**src/rtl/inst_fetch_resp.sv**
```systemverilog
// Instruction-fetch responder: returns the 32-bit word for the IF-stage PC from a
// one-line fetch buffer on a hit, or via a valid/ready memory read on a miss.
module inst_fetch_resp #(
  parameter int ADDR_W = 64,
  parameter int LINE_W = 64
) (
  input  logic              clk,
  input  logic              rst,
  input  logic [ADDR_W-1:0] pc,
  input  logic              inst_ena,
  input  logic              flush,
  output logic [31:0]       inst,
  output logic [ADDR_W-1:0] inst_pc,
  output logic              inst_valid,
  output logic              inst_err,
  output logic              fetch_stall,
  output logic              mem_req_valid,
  input  logic              mem_req_ready,
  output logic [ADDR_W-1:0] mem_req_addr,
  input  logic              mem_rsp_valid,
  input  logic [LINE_W-1:0] mem_rsp_data,
  input  logic              mem_rsp_err
);

  typedef enum logic [1:0] {S_IDLE, S_REQ, S_WAIT} state_t;

  state_t              state_q;
  logic                buf_valid_q;
  logic [ADDR_W-4:0]   buf_tag_q;
  logic [LINE_W-1:0]   buf_data_q;
  logic [ADDR_W-1:0]   req_pc_q;
  logic                no_fill_q;
  logic [31:0]         inst_q;
  logic [ADDR_W-1:0]   inst_pc_q;
  logic                inst_valid_q;
  logic                inst_err_q;
  logic                hit;

  function automatic logic [31:0] sel_word(input logic [LINE_W-1:0] line, input logic hi);
    return hi ? line[63:32] : line[31:0];
  endfunction

  // A flush arriving with the request forces a miss.
  assign hit = buf_valid_q && !flush && (buf_tag_q == pc[ADDR_W-1:3]);

  always_ff @(posedge clk) begin
    if (rst) begin
      state_q      <= S_IDLE;
      buf_valid_q  <= 1'b0;
      req_pc_q     <= '0;
      no_fill_q    <= 1'b0;
      inst_q       <= '0;
      inst_pc_q    <= '0;
      inst_valid_q <= 1'b0;
      inst_err_q   <= 1'b0;
    end else begin
      inst_valid_q <= 1'b0;
      if (flush) buf_valid_q <= 1'b0;
      case (state_q)
        S_IDLE: begin
          if (inst_ena) begin
            if (pc[1:0] != 2'b00) begin
              inst_valid_q <= 1'b1;
              inst_err_q   <= 1'b1;
              inst_q       <= '0;
              inst_pc_q    <= pc;
            end else if (hit) begin
              inst_valid_q <= 1'b1;
              inst_err_q   <= 1'b0;
              inst_q       <= sel_word(buf_data_q, pc[2]);
              inst_pc_q    <= pc;
            end else begin
              req_pc_q  <= pc;
              no_fill_q <= 1'b0;
              state_q   <= S_REQ;
            end
          end
        end
        S_REQ: begin
          if (flush) no_fill_q <= 1'b1;
          if (mem_req_ready) state_q <= S_WAIT;
        end
        S_WAIT: begin
          if (flush) no_fill_q <= 1'b1;
          if (mem_rsp_valid) begin
            inst_valid_q <= 1'b1;
            inst_err_q   <= mem_rsp_err;
            inst_q       <= mem_rsp_err ? 32'h0 : sel_word(mem_rsp_data, req_pc_q[2]);
            inst_pc_q    <= req_pc_q;
            // A flush seen at any point of the miss keeps this line out of the buffer.
            if (!mem_rsp_err && !flush && !no_fill_q) begin
              buf_valid_q <= 1'b1;
              buf_tag_q   <= req_pc_q[ADDR_W-1:3];
              buf_data_q  <= mem_rsp_data;
            end
            state_q <= S_IDLE;
          end
        end
        default: state_q <= S_IDLE;
      endcase
    end
  end

  assign inst          = inst_q;
  assign inst_pc       = inst_pc_q;
  assign inst_valid    = inst_valid_q;
  assign inst_err      = inst_err_q;
  assign mem_req_valid = (state_q == S_REQ);
  assign fetch_stall   = (state_q != S_IDLE);
  assign mem_req_addr  = {req_pc_q[ADDR_W-1:3], 3'b000};

endmodule

```
**config.mk**
```make
export PLATFORM = sky130hd
export DESIGN_NAME = inst_fetch_resp
export DESIGN_NICKNAME = d
export VERILOG_FILES = /design/src/rtl/inst_fetch_resp.sv
export SDC_FILE = /design/constraint.sdc
export NUM_CORES = 1
export LEC_CHECK = 0
export BUFFER_PORTS_ARGS = -buffer_cell sky130_fd_sc_hd__buf_2
export CAP_MARGIN = 20
export CORE_ASPECT_RATIO = 1.2
export CORE_UTILIZATION = 45
export DETAILED_ROUTE_END_ITERATION = 8
export PLACE_DENSITY_LB_ADDON = 0.1
export SYNTH_ARGS = -nofsm -noshare
export SYNTH_HDL_FRONTEND = slang
export SYNTH_SLANG_ARGS = --single-unit
```
**constraint.sdc**
```tcl
create_clock -name clk -period 14 [get_ports clk]
set_input_delay 1.4 -clock clk [delete_from_list [all_inputs] [get_ports clk]]
set_output_delay 1.4 -clock clk [all_outputs]
set_load 0.05 [all_outputs]
```
==> key figures <==
Power
  – Power Density: approximately 150 nW/um^2
  – Leakage: around 0.006 uW
  – Max VDD drop: between 0.07 and 0.08 mV

Synthesis
  – Post-synth EDFFs: approximately 130
  – Top cell type's share of synthesized area: between 20 and 30%
  – Asr flop ratio synth: 0%
  – Sequential area share after synthesis: 53.7%
  – Count leader, synth: dfxtp_1
  – YS warnings: 0
  – Syn Inst Count: 1191
  – Seq cells post-synth: slightly below 300
  – Synth area leaders: edfxtp_1 (28%), dfxtp_1 (25%), mux2i_1 (9.6%)
  – Top_reg_cell synth: dfxtp_1
  – Synth area leader: edfxtp_1
  – Top cells by count, synth: dfxtp_1 (166), nor3_1 (165), mux2i_1 (127), edfxtp_1 (125), a21oi_1 (102)
  – Post-Syn Area: roughly 13000 um^2
  – Avg Inst Size Synth: approximately 11 um^2
  – Synth unique cells: 45

Routing
  – Via density: 5.44
  – Detailed Routing Iterations Pass 1: 5
  – Post-Route WL: 36.9 mm
  – Post-route ant nets: 0
  – Drt wl/cell: between 20 and 25 um
  – Routed vias: between 9000 and 10000
  – Post-route DRC: 0
  – DR iter-0 viols: 543

Worst setup path
  – Critical Path RT: about 14000 ps
  – Slowest CP cell: buf_4
  – Cell Chain, Critical Path: buf_2 > xor2_1 > nor4_1 > nand4_1 > or3_4 > o21ai_4 > buf_4 > a21oi_1 > nor3_1
  – Setup slack, reg-to-reg: just over 10000 ps
  – Family with the most delay on the worst path: simple AND/OR/NAND/NOR gates
  – Worst Setup Start Kind: input pin
  – Endpoint class of the critical path: flop
  – WS Path Type: input pin to flop
  – Buf/Inv on CP: 2
  – Highest cell delay on the worst timing path: about 840 ps
  – WP data arrival: 4710 ps
  – CP max FO: 68

Die
  – CORE AREA: ~29000 um^2
  – Initial Util: ~46%
  – Top Ports: roughly 300
  – Die W: between 150 and 200 um
  – Die height: about 190 um
  – DIE AREA: 30000 um^2
  – Row cnt: between 60 and 70

STA
  – Crit share post-route: between 30% and 40%
  – Final Skew: around 15 ps
  – # setup viols final: 0
  – Max frequency: 235 MHz
  – Rel. slew slack: about a quarter
  – Slew at the pin closest to its max-slew limit: between 1000 and 1500 ps
  – RSZ-0062 raised after global routing: no
  – Fin. max-slew vios: 0
  – TNS Setup: 0 ps
  – Fin crit period: 4250 ps
  – Endpoints failing hold: 0

Clock tree
  – Clock Latency Late Sink: around 550 ps
  – H-tree depth: 1
  – Clock tree buffer depth: 3
  – CTS sink count: 291
  – TritonCTS clock tree: yes
  – Clk slew on worst S/H paths: approximately 60 ps
  – Hold_buf cts: 0
  – Postcts setup bufs: 0
  – CTS buffer count: 30
  – Post-CTS sizing: 0
  – Clock root buffer: clkbuf_16

Job
  – MaxCap Viol Count: 0

Global route
  – Overflow left after global routing: 0
  – Largest net degree at the start of global routing: 93
  – Initial antenna violation count: 3
  – First-pass GRT wire length: about 56 mm
  – Total GRT Usage: between 20% and 30%
  – Vias in the first global route: between 9000 and 10000

Worst hold path
  – Hold/Removal Path Class: flop to flop

Final layout
  – FF/Latch Area: slightly above 7000 um^2
  – Fillers: ~2700
  – Finished Layout Cells: about 1800
  – Multi-input logic area: around 5200 um^2
  – Synth-to-Final Area Change: 17.1%
  – Final Net Count: roughly 1500
  – Layout cells sized above 1: 32.7%

Place
  – IO Port Bufs: around 300
  – RD Place Congestion: around 0.89
  – Placed cells: ~1700
  – Post-DP HPWL: 24.1 mm

Status
  – Status: complete, no violations
-- placed cells by master (no fill, tap or decap), drive strengths merged, types with 2 or more instances in the layout --
| cell type | instances |
|---|---|
| buf | 310 |
| nor3 | 195 |
| dfxtp | 166 |
| mux2i | 127 |
| edfxtp | 125 |
| a21oi | 102 |
| nor2 | 66 |
| mux2 | 60 |
| xor2 | 55 |
| clkbuf | 38 |
| o22ai | 32 |
| nor4 | 27 |
| clkinv | 13 |
| nand4 | 10 |
| inv | 9 |
| nor2b | 9 |
| nand2 | 8 |
| o21ai | 6 |
| nand2b | 5 |
| xnor2 | 4 |
| or2 | 3 |
| conb | 3 |
| bufinv | 3 |
| ha | 3 |
| nand3 | 2 |
| nor3b | 2 |
| a2bb2oi | 2 |
| a211oi | 2 |
| a2111oi | 2 |
| or3 | 2 |
-- cell type report --
type	count	area share, %
Sequential cell	291	45.9
Multi-Input combinational cell	737	34.0
Timing Repair Buffer	310	10.4
Clock buffer	38	5.33
Tap cell	385	3.12
Clock inverter	17	1.02
Inverter	9	0.219
Antenna cell	1	0.0162
-- metal layers --
layer | routed length (um) | vias up | track usage, % | part of all wire, %
li1 | - | 4634 | - | -
met1 | 15400 | 4704 | 30.7 | 42
met2 | 18200 | 323 | 41.8 | 49
met3 | 2430 | 63 | 4.23 | 6.6
met4 | 817 | 6 | 6.43 | 2.2
met5 | 37 | - | 0 | 0.10
-- registers in the layout (all words and copies together), names as in the netlist --
register,flops
buf_valid_q,1
no_fill_q,1
inst_valid,1
buf_data_q,64
buf_tag_q,61
inst,32
req_pc_q,64
inst_pc,64
inst_err,1
state_q,2
-- cell families (layout without fill, tap and decap cells) --
| logic type | count (synthesis) | count (layout) | synth area share, % |
|---|---|---|---|
| flip-flops | 291 | 291 | 53.7 |
| multiplexers | 187 | 187 | 14.8 |
| adder cells (fa/ha/maj) | 3 | 3 | 0.285 |
| AND/OR/NAND/NOR | 333 | 333 | 13.8 |
| XOR/XNOR | 59 | 59 | 3.92 |
| AO/OA/AOI/OAI | 152 | 152 | 6.50 |
| other | 1 | 4 | 0.0285 |
| buffers and inverters | 165 | 374 | 6.99 |
-- metrics by stage --
step	util, %	total power, uW	hold slack, ps	area (um^2)	setup WS, ps
2_1_floorplan	-	1340	447	13200	4670
3_3_place_gp	50.2	1470	459	14400	9400
3_5_place_dp	50.2	1470	460	14400	9310
4_1_cts	53.6	2270	473	15400	9890
5_1_grt	53.6	2330	490	15400	9610
6_report	53.6	2240	471	15400	9750
-- power by group --
part / total (uW) / leakage (uW) / internal [uW] / switching (uW)
Sequential: 961 / 0.00245 / 933 / 28.4
Clock: 795 / 0.000486 / 468 / 327
Combinational: 488 / 0.00300 / 136 / 353
Total: 2240 / 0.00593 / 1540 / 708
-- path summary, 6_finish.rpt --
kind / start / endpoint / cells past startpoint
max: pc[26] / inst_pc[29] / 9
min: req_pc_q[1] / req_pc_q[1] / 1
max reg2reg: buf_tag_q[23] / inst_pc[29] / 8
min reg2reg: req_pc_q[1] / req_pc_q[1] / 1
(Power assumes the default switching activity.)
